**src/rtl/mem_arbiter.sv**
```systemverilog
// mem_arbiter: 2:1 icache/dcache arbiter onto one memory port,
// tracking the single outstanding read and routing its return.
module mem_arbiter #(
  parameter bit RR_EN = 1'b1
) (
  input  logic        i_clk,
  input  logic        i_rst,
  output logic        o_ic_mem_ready,
  input  logic [31:0] i_ic_mem_addr,
  input  logic        i_ic_mem_ren,
  input  logic        i_ic_mem_wen,
  input  logic [31:0] i_ic_mem_wdata,
  output logic [31:0] o_ic_mem_rdata,
  output logic        o_ic_mem_valid,
  output logic        o_dc_mem_ready,
  input  logic [31:0] i_dc_mem_addr,
  input  logic        i_dc_mem_ren,
  input  logic        i_dc_mem_wen,
  input  logic [31:0] i_dc_mem_wdata,
  output logic [31:0] o_dc_mem_rdata,
  output logic        o_dc_mem_valid,
  input  logic        i_mem_ready,
  output logic [31:0] o_mem_addr,
  output logic        o_mem_ren,
  output logic        o_mem_wen,
  output logic [31:0] o_mem_wdata,
  input  logic [31:0] i_mem_rdata,
  input  logic        i_mem_valid
);

  typedef enum logic [1:0] {
    IDLE,
    RD_IC,
    RD_DC
  } state_t;

  state_t state;
  logic   last_dc;

  logic ic_act;
  logic dc_act;
  logic any_act;
  logic idle;
  logic dc_win;
  logic ic_win;
  logic fire;
  logic win_ren;

  assign ic_act  = i_ic_mem_ren | i_ic_mem_wen;
  assign dc_act  = i_dc_mem_ren | i_dc_mem_wen;
  assign any_act = ic_act | dc_act;
  assign idle    = (state == IDLE);

  // On a tie the dcache wins unless round-robin says it went last.
  assign dc_win = dc_act &
                  (~ic_act | ~RR_EN | ~last_dc);
  assign ic_win = ic_act & ~dc_win;

  assign fire    = idle & i_mem_ready & any_act;
  assign win_ren = dc_win ? i_dc_mem_ren
                          : i_ic_mem_ren;

  assign o_ic_mem_ready = idle & i_mem_ready &
                          (ic_win | ~any_act);
  assign o_dc_mem_ready = idle & i_mem_ready &
                          (dc_win | ~any_act);

  assign o_ic_mem_rdata = i_mem_rdata;
  assign o_dc_mem_rdata = i_mem_rdata;
  assign o_ic_mem_valid = i_mem_valid &
                          (state == RD_IC);
  assign o_dc_mem_valid = i_mem_valid &
                          (state == RD_DC);

  // Strobes only show when the memory can take them.
  always_comb begin
    o_mem_addr  = '0;
    o_mem_wdata = '0;
    o_mem_ren   = 1'b0;
    o_mem_wen   = 1'b0;
    if (idle && dc_win) begin
      o_mem_addr  = i_dc_mem_addr;
      o_mem_wdata = i_dc_mem_wdata;
      o_mem_ren   = i_dc_mem_ren & i_mem_ready;
      o_mem_wen   = i_dc_mem_wen & i_mem_ready;
    end else if (idle && ic_win) begin
      o_mem_addr  = i_ic_mem_addr;
      o_mem_wdata = i_ic_mem_wdata;
      o_mem_ren   = i_ic_mem_ren & i_mem_ready;
      o_mem_wen   = i_ic_mem_wen & i_mem_ready;
    end
  end

  always_ff @(posedge i_clk) begin
    if (i_rst) begin
      state   <= IDLE;
      last_dc <= 1'b0;
    end else begin
      case (state)
        IDLE: begin
          if (fire) begin
            last_dc <= dc_win;
            if (win_ren)
              state <= dc_win ? RD_DC : RD_IC;
          end
        end
        RD_IC, RD_DC: begin
          if (i_mem_valid)
            state <= IDLE;
        end
        default: state <= IDLE;
      endcase
    end
  end

endmodule

```
**config.mk**
```make
export PLATFORM = sky130hd
export DESIGN_NAME = mem_arbiter
export DESIGN_NICKNAME = d
export VERILOG_FILES = /design/src/rtl/mem_arbiter.sv
export SDC_FILE = /design/constraint.sdc
export NUM_CORES = 1
export LEC_CHECK = 0
export CORE_AREA = 2 2 117 119
export DETAILED_ROUTE_END_ITERATION = 8
export DIE_AREA = 0 0 119 121
export GPL_TIMING_DRIVEN = 0
export HOLD_SLACK_MARGIN = 0.15
export MAX_ROUTING_LAYER = met4
export PLACE_DENSITY = 0.58
export SETUP_SLACK_MARGIN = 0.4
export SYNTH_ARGS = -nofsm -noshare
export SYNTH_HDL_FRONTEND = slang
export SYNTH_SLANG_ARGS = --single-unit
```
**constraint.sdc**
```tcl
create_clock -name i_clk -period 5.5 [get_ports i_clk]
set_clock_uncertainty 0.15 [all_clocks]
set_input_delay 1.375 -clock i_clk [delete_from_list [all_inputs] [get_ports i_clk]]
set_output_delay 1.375 -clock i_clk [all_outputs]
set_load 0.05 [all_outputs]
```
# Word level (Yosys, flattened, before mapping)
# Index checks and enable logic that the tools add are counted.
dict set report word_totals {
  register_bits 3
  input_bits 168
  word_cells 49
}
dict set report classes {
  eq_ne 5
  n_mux 14
  n_bitwise 22
  n_reduce_logical 6
}
# cell count
set ops {}
lappend ops {{32-bit two-way mux} 4}
lappend ops {{1-bit AND} 12}
lappend ops {{2-bit two-way mux} 4}
lappend ops {{1-bit OR} 6}
lappend ops {{1-bit two-way mux} 5}
lappend ops {{2-bit by 1-bit != test with 1-bit output (second input constant)} 2}
lappend ops {{1-bit NOT} 4}
lappend ops {{2-bit one-hot mux with 2 select lines} 1}
lappend ops {{3-bit AND reduction} 1}
lappend ops {{2-bit by 1-bit == test with 1-bit output (second input constant)} 1}
lappend ops {{2-bit == test (second input constant)} 1}
lappend ops {{1-bit logical AND} 2}
lappend ops {{2-bit zero test} 1}
lappend ops {{2-bit != test (second input constant)} 1}
lappend ops {{2-bit AND reduction} 1}
lappend ops {{2-bit OR reduction} 1}

# Depth between registers and ports, before layout
# Gate-level depths: netlist of the first run.
dict set report depth {
  depth_word 9
  mapped_depth 7
}

# Worst setup path before layout of the first run
# No wires, ideal clock.
dict set report synth_timing {
  kind {input-to-output}
  from {input i_dc_mem_ren}
  to {output o_mem_ren}
  arrival_ns 2.825
  path_slack_ns 1.150
  cell_stages 2
  path_buffers 0
  cell_sequence {a21bo_2 a211oi_1}
}
dict set report synth_between {
  elab_chain_cells 7
  word_cells_on_any_way 9
  cone_classes {mux: 2; bitwise: 5; reduce/logical: 2}
}
# element line_no
set synth_rtl {}
lappend synth_rtl {{from (decl)} 17} ;# input logic i_dc_mem_ren,
lappend synth_rtl {{1-bit OR} 50} ;# assign dc_act = i_dc_mem_ren | i_dc_mem_wen;
lappend synth_rtl {{1-bit AND} 55} ;# assign dc_win = dc_act &
lappend synth_rtl {{1-bit NOT} 57} ;# assign ic_win = ic_act & ~dc_win;
lappend synth_rtl {{1-bit AND} 57}
lappend synth_rtl {{1-bit logical AND} 86} ;# end else if (idle && ic_win) begin
lappend synth_rtl {{1-bit two-way mux} 86}
lappend synth_rtl {{1-bit two-way mux (*)} 81} ;# if (idle && dc_win) begin
lappend synth_rtl {{to (decl)} 24} ;# output logic o_mem_ren,
# Mark *: on every way between the ends. The rest lies on a longest branch, timed or not.

# Final worst setup path of the first run
dict set report layout_timing {
  from {input i_ic_mem_wen}
  to {output o_mem_wdata[11]}
}
dict set report layout_between {
  elab_chain_cells 9
  word_cells_on_any_way 10
  cone_classes {mux: 2; bitwise: 6; reduce/logical: 2}
}
# element line_no
set layout_rtl {}
lappend layout_rtl {{from (decl)} 11} ;# input logic i_ic_mem_wen,
lappend layout_rtl {{1-bit OR (*)} 49} ;# assign ic_act = i_ic_mem_ren | i_ic_mem_wen;
lappend layout_rtl {{1-bit NOT} 56} ;# (~ic_act | ~RR_EN | ~last_dc);
lappend layout_rtl {{1-bit OR} 56}
lappend layout_rtl {{1-bit AND} 55}
lappend layout_rtl {{1-bit NOT} 57}
lappend layout_rtl {{1-bit AND} 57}
lappend layout_rtl {{1-bit logical AND} 86}
lappend layout_rtl {{32-bit two-way mux} 86}
lappend layout_rtl {{32-bit two-way mux (*)} 81}
lappend layout_rtl {{to (decl)} 26} ;# output logic [31:0] o_mem_wdata,
# Marks and branches as above.

==> impl_metrics.py, run 1 <==
metrics = {
    "run_status": {
        "status": "complete, no violations",
    },
    "min_path": {
        "worstHoldStart": "last_dc",
        "min_to": "last_dc",
        "hold_path_class": "reg2reg",
        "whs_path_depth": 2,
    },
    "synth": {
        "synth_edf_count": 0,
        "ys_ff_latch": 3,
        "syn_area_per_cell_um2": 8.02,
        "ys_seq_area_share_pct": 4.03,
        "syn_area_um2": 1490,
        "yosys_most_used_dff": "dfxtp_1",
        "yosysWarnings": 0,
        "async_flop_share_pct": 0,
        "yosysUniqueCellTypes": 25,
        "synth_fp_nets": 357,
        "synthCells": 186,
    },
    "floorplanning": {
        "fp.dieH_um": 121,
        "rows": 42,
        "io_pins": 302,
        "initial_core_util_pct": 11.4,
        "dieArea_um2": 14400,
        "core_area_um2": 13100,
        "die_w_um": 119,
    },
    "critical_path": {
        "required_ns": 3.97,
        "reg2reg_slack_ns": 3.82,
        "cp.arrival_ns": 3.45,
        "r2r_end": "state[0]",
        "cp_slowest_cell": "clkdlybuf4s15_1",
        "crit_fanout": 10,
        "cp-start-kind": "input port",
        "crit_path_end_kind": "primary output",
        "reg2reg_depth": 5,
        "path_class": "in2out",
        "crit_path_cell_trace": "clkdlybuf4s50_1, o21ai_2, and2_1, buf_2, buf_4, a22o_1, clkdlybuf4s15_1",
        "cp_slowest_stage_delay_ns": 0.53,
        "r2r-start": "state[0]",
    },
    "route": {
        "wl_per_cell_um": 15.2,
        "drt_pre_antenna_iters": 4,
        "drtAntennaViolNets": 0,
        "viasPerCell": 3.78,
        "drc_errors": 0,
        "first_iter_violations": 30,
        "drt-total-wl_mm": 9.67,
        "vias": 2400,
    },
    "global_routing": {
        "grt_pass1_wl_mm": 13.6,
        "grtUsageTotal_pct": 12.4,
        "grt_max_degree": 11,
        "grt_pass1_vias": 2443,
        "antenna_found_initial": 0,
        "grt_overflow": 0,
    },
    "clock_network": {
        "cts_hold_buf": 0,
        "cts_resized": 98,
        "cts.sinks": 3,
        "cts_inserted_buffers": 3,
        "tritoncts": "yes",
        "root_buffer": "clkbuf_16",
        "clk_latency_ns": 0.22,
        "clk_pin_slew_ns": 0.03,
        "ctsLongestPathBuffers": 2,
        "cts_setup_buffers": 0,
        "htreeDepth": 1,
    },
    "power": {
        "peakVddDrop_mv": 0.190,
        "total_power_mw": 1.00,
        "powerDensity_nw_per_um2": 237,
        "p_leak_nw": 1.92,
    },
    "final_layout": {
        "nNetsFinal": 631,
        "fin_util_pct": 32.3,
        "drive_above_1_share_pct": 31.2,
        "area_delta_synth_final_pct": 184,
        "final_common_cell": "clkdlybuf4s50_1",
        "nFillCells": 1387,
        "antenna_cells": 0,
        "layout_common_cells": "clkdlybuf4s50_1 (205), buf_4 (75), a22o_1 (64), clkbuf_2 (52), clkdlybuf4s15_2 (7)",
    },
    "placement": {
        "port_buffers": 269,
        "hpwl_mm": 8.59,
        "gp_congestion": 0.760,
    },
    "sta": {
        "max_slew.worst_pin.slew_ns": 0.562,
        "tns_ns": 0,
        "min_period_ns": 4.98,
        "setup_violations": 0,
        "relSlewSlack_pct": 62.4,
        "slew_viol_final": 0,
        "rsz0062_at_grt": "yes",
        "max_freq_mhz": 201,
        "hold_violations": 0,
        "post-route-period-util_pct": 90.5,
    },
    "run": {
        "drv_cap": 0,
    },
}
## how the worst max path moves through the flow
| stage | slack [ns] | endpoint | startpoint |
|---|---|---|---|
| after detailed placement | 0.08 | o_mem_addr[18] | i_ic_mem_wen |
| after global placement | 0.09 | o_mem_wdata[11] | i_ic_mem_wen |
| after CTS | 0.35 | o_mem_wdata[11] | i_ic_mem_wen |
| after floorplan | 1.15 | o_mem_ren | i_dc_mem_ren |
| after global routing | 0.38 | o_mem_wdata[11] | i_ic_mem_wen |
| final | 0.52 | o_mem_wdata[11] | i_ic_mem_wen |
## cells in the mapped netlist (all sizes together) (2+ instances only)
| library cell | instances | area, um^2 |
|---|---|---|
| buf | 78 | 584 |
| a22o | 64 | 561 |
| o21ai | 7 | 35.0 |
| nor2b | 5 | 31.3 |
| inv | 4 | 15.0 |
| a21oi | 3 | 15.0 |
| and2 | 3 | 18.8 |
| dfxtp | 3 | 60.1 |
| ha | 3 | 37.5 |
| mux2i | 2 | 20.0 |
| nand2 | 2 | 7.51 |
| o21a | 2 | 15.0 |
## cell type report
class	count	area (um^2)	area share, %
timing repair buffer	269	2440	57.6
sequential	3	60.1	1.42
tap	176	220	5.20
inverter	4	15.0	0.355
multi-input combinational	101	836	19.8
buffer	78	584	13.8
clock buffer	4	78.8	1.86
## cells by family (layout without fill, tap and decap cells)
family                     Yosys count  in the layout  synth area share (%)
buffers and inverters               82            355                  40.2
and+or+nand+nor                     16             16                  6.29
AOI/OAI and AO/OA                   80             80                  45.6
DFF                                  3              3                  4.03
adders and majority gates            3              3                  2.52
muxes                                2              2                  1.34
## layer usage
metal	global-route usage, %	wire length (um)	up-vias
li1	-	-	1181
met1	14.1	3820	1078
met2	23.3	5100	137
met3	2.58	711	4
met4	0.670	36	0
met5	-	0	-
## report_power, final
part / internal [mW] / total (mW) / switching [mW]
registers: 0.0241 / 0.0265 / 0.00249
logic: 0.306 / 0.862 / 0.556
clock network: 0.0958 / 0.117 / 0.0209
total: 0.426 / 1.00 / 0.579
## flip-flops by register name, summed over array words and instances (netlist names)
name,flops
last_dc,1
state,2
## stage by stage
stage          cells  setup slack (ns)  hold slack, ns  area (um^2)
6_report         635             0.522           0.459         4230
5_1_grt          635             0.377           0.491         4230
4_1_cts          635             0.354           0.438         4450
3_5_place_dp     631            0.0807           0.432         4400
3_3_place_gp     631            0.0939           0.409         4400
2_1_floorplan    186              1.15           0.358         1490
## worst max-delay path, delay by kind of cell
kind / cells / cell delay (ns)
AOI/OAI and AO/OA: 2 / 0.41
buffers and inverters: 4 / 1.51
and+or+nand+nor: 1 / 0.15
Power figures use the tool's default switching activity.
==> inputs of run 2 (changes only) <==
CORE_AREA = 3 3 116 118   (was 2 2 117 119)
PLACE_DENSITY = 0.62   (was 0.58)
clock period = 4.4 ns   (was 5.5 ns; I/O delays follow)
==> run 2 against run 1 <==
Power up 25%. Largest cell class unchanged. Flip-flop and latch count did not move. Global-route usage increased by 1.1 points. First-iteration DRC count rose by 100%. Critical endpoint is now o_mem_wdata[27]. Via count grew 4.0%. Die area is the same.
==> impl_metrics.py, run 2 (synthesis gave the netlist of run 1 again) <==
metrics = {
    "sta": {
        "setup_violations": 0,
        "slew_viol_final": 0,
        "hold_violations": 0,
        "relSlewSlack_pct": 64.2,
        "hold_ws_ns": 0.461,
        "max_slew.worst_pin.slew_ns": 0.536,
        "min_period_ns": 3.90,
        "tns_ns": 0,
        "max_freq_mhz": 256,
        "post-route-period-util_pct": 88.7,
        "rsz0062_at_grt": "yes",
    },
    "floorplanning": {
        "io_pins": 302,
        "dieArea_um2": 14400,
        "core_area_um2": 12600,
        "initial_core_util_pct": 11.9,
        "fp.dieH_um": 121,
        "die_w_um": 119,
        "rows": 41,
    },
    "final_layout": {
        "nNetsFinal": 631,
        "area_delta_synth_final_pct": 180,
        "layout.cells.non_filler": 631,
        "top_register": "state",
        "drive_above_1_share_pct": 32.5,
        "largest_reg_flops": 2,
        "antenna_cells": 0,
        "layout_common_cells": "clkdlybuf4s50_1 (197), buf_4 (78), a22o_1 (64), buf_2 (57), dlygate4sd2_1 (8)",
        "final_common_cell": "clkdlybuf4s50_1",
        "top_regs": "state: 2 flops, last_dc: 1 flops",
    },
    "route": {
        "drtAntennaViolNets": 0,
        "drc_errors": 0,
        "wl_per_cell_um": 17.0,
        "drt-total-wl_mm": 10.7,
        "vias": 2496,
        "viasPerCell": 3.96,
        "first_iter_violations": 60,
        "drt_pre_antenna_iters": 4,
    },
    "placement": {
        "port_buffers": 269,
        "gp_congestion": 0.830,
        "dpl.cell_count": 627,
        "hpwl_mm": 9.29,
    },
    "power": {
        "powerDensity_nw_per_um2": 300,
        "peakVddDrop_mv": 0.173,
        "p_leak_nw": 1.94,
    },
    "critical_path": {
        "crit_path_end_kind": "primary output",
        "crit_fanout": 10,
        "reg2reg_depth": 5,
        "required_ns": 3.15,
        "reg2reg_slack_ns": 2.71,
        "cp.arrival_ns": 2.65,
        "cp-start-kind": "input port",
        "path_class": "in2out",
    },
    "clock_network": {
        "cts.sinks": 3,
        "tritoncts": "yes",
        "clk_latency_ns": 0.22,
        "root_buffer": "clkbuf_16",
        "htreeDepth": 1,
        "clk_pin_slew_ns": 0.03,
        "ctsLongestPathBuffers": 2,
        "cts_hold_buf": 0,
        "cts_inserted_buffers": 3,
    },
    "min_path": {
        "hold_path_class": "reg2reg",
        "whs_path_depth": 2,
    },
    "global_routing": {
        "grt_overflow": 0,
        "grt_pass1_vias": 2552,
        "grt_max_degree": 11,
        "grt_pass1_wl_mm": 15.0,
        "grtUsageTotal_pct": 13.5,
        "antenna_found_initial": 0,
    },
    "run": {
        "drv_cap": 0,
    },
    "run_status": {
        "status": "complete, no violations",
    },
}
run 2: cell types whose count changed in the layout (fill, tap and decap cells not counted):
cell / change
nor2_2: +1
clkdlybuf4s15_1: -2
nor2_1: -1
clkbuf_2: -50
buf_2: +55
buf_4: +3
clkbuf_4: +2
clkdlybuf4s15_2: -5
dlygate4sd2_1: +5
clkdlybuf4s50_1: -8
run 2: path summary, 6_finish.rpt:
kind	startpoint	endpoint
setup / recovery	i_ic_mem_wen	o_mem_wdata[27]
hold / removal	last_dc	last_dc
setup reg to reg	state[0]	state[1]
hold reg to reg	last_dc	last_dc
run 2: metrics by stage:
step	util [%]	cell area, um^2	power, mW	setup WS (ns)
CTS	34.3	4320	1.29	0.410
finish	33.3	4180	1.26	0.498
global placement	35.0	4400	1.21	-0.451
detailed placement	35.0	4400	1.21	-0.475
floorplan	-	1490	0.765	0.600
global route	33.3	4180	1.31	0.399
run 2: power breakdown:
part	internal, mW	total [mW]	leakage [nW]	switching [mW]
registers	0.0301	0.0332	0.0246	0.00315
logic	0.378	1.08	1.87	0.701
clock network	0.119	0.143	0.0382	0.0238
run 2: layer usage:
layer / vias to the layer above / wire [um] / GRT usage (%) / part of all wire [%]
met1: 1152 / 4150 / 15.5 / 39
met2: 152 / 5530 / 23.3 / 52
met4: 0 / 215 / 2.90 / 2.0
met5: - / 0 / - / 0
li1: 1178 / - / - / -
met3: 14 / 829 / 3.78 / 7.7
run 2: critical path: stages:
cell           delay [ns]
dlygate4sd2_1        0.30
or2_1                0.26
o211a_1              0.13
buf_4                0.18
buf_4                0.18
a22o_1               0.27
clkbuf_4             0.22
run 2: layout make-up:
class / instances / area (um^2)
Sequential cell: 3 / 60.1
Buffer: 78 / 589
Tap cell: 172 / 215
Clock buffer: 4 / 78.8
Inverter: 4 / 15.0
Fill cell: 1343 / 8390
Timing Repair Buffer: 269 / 2380
Multi-Input combinational cell: 101 / 838
run 2: repair_timing:
item,4_1_cts,5_1_grt
setup buffers,0,0
resized for setup,276,51
endpoints found under the setup margin,68,46
pin swaps,0,1
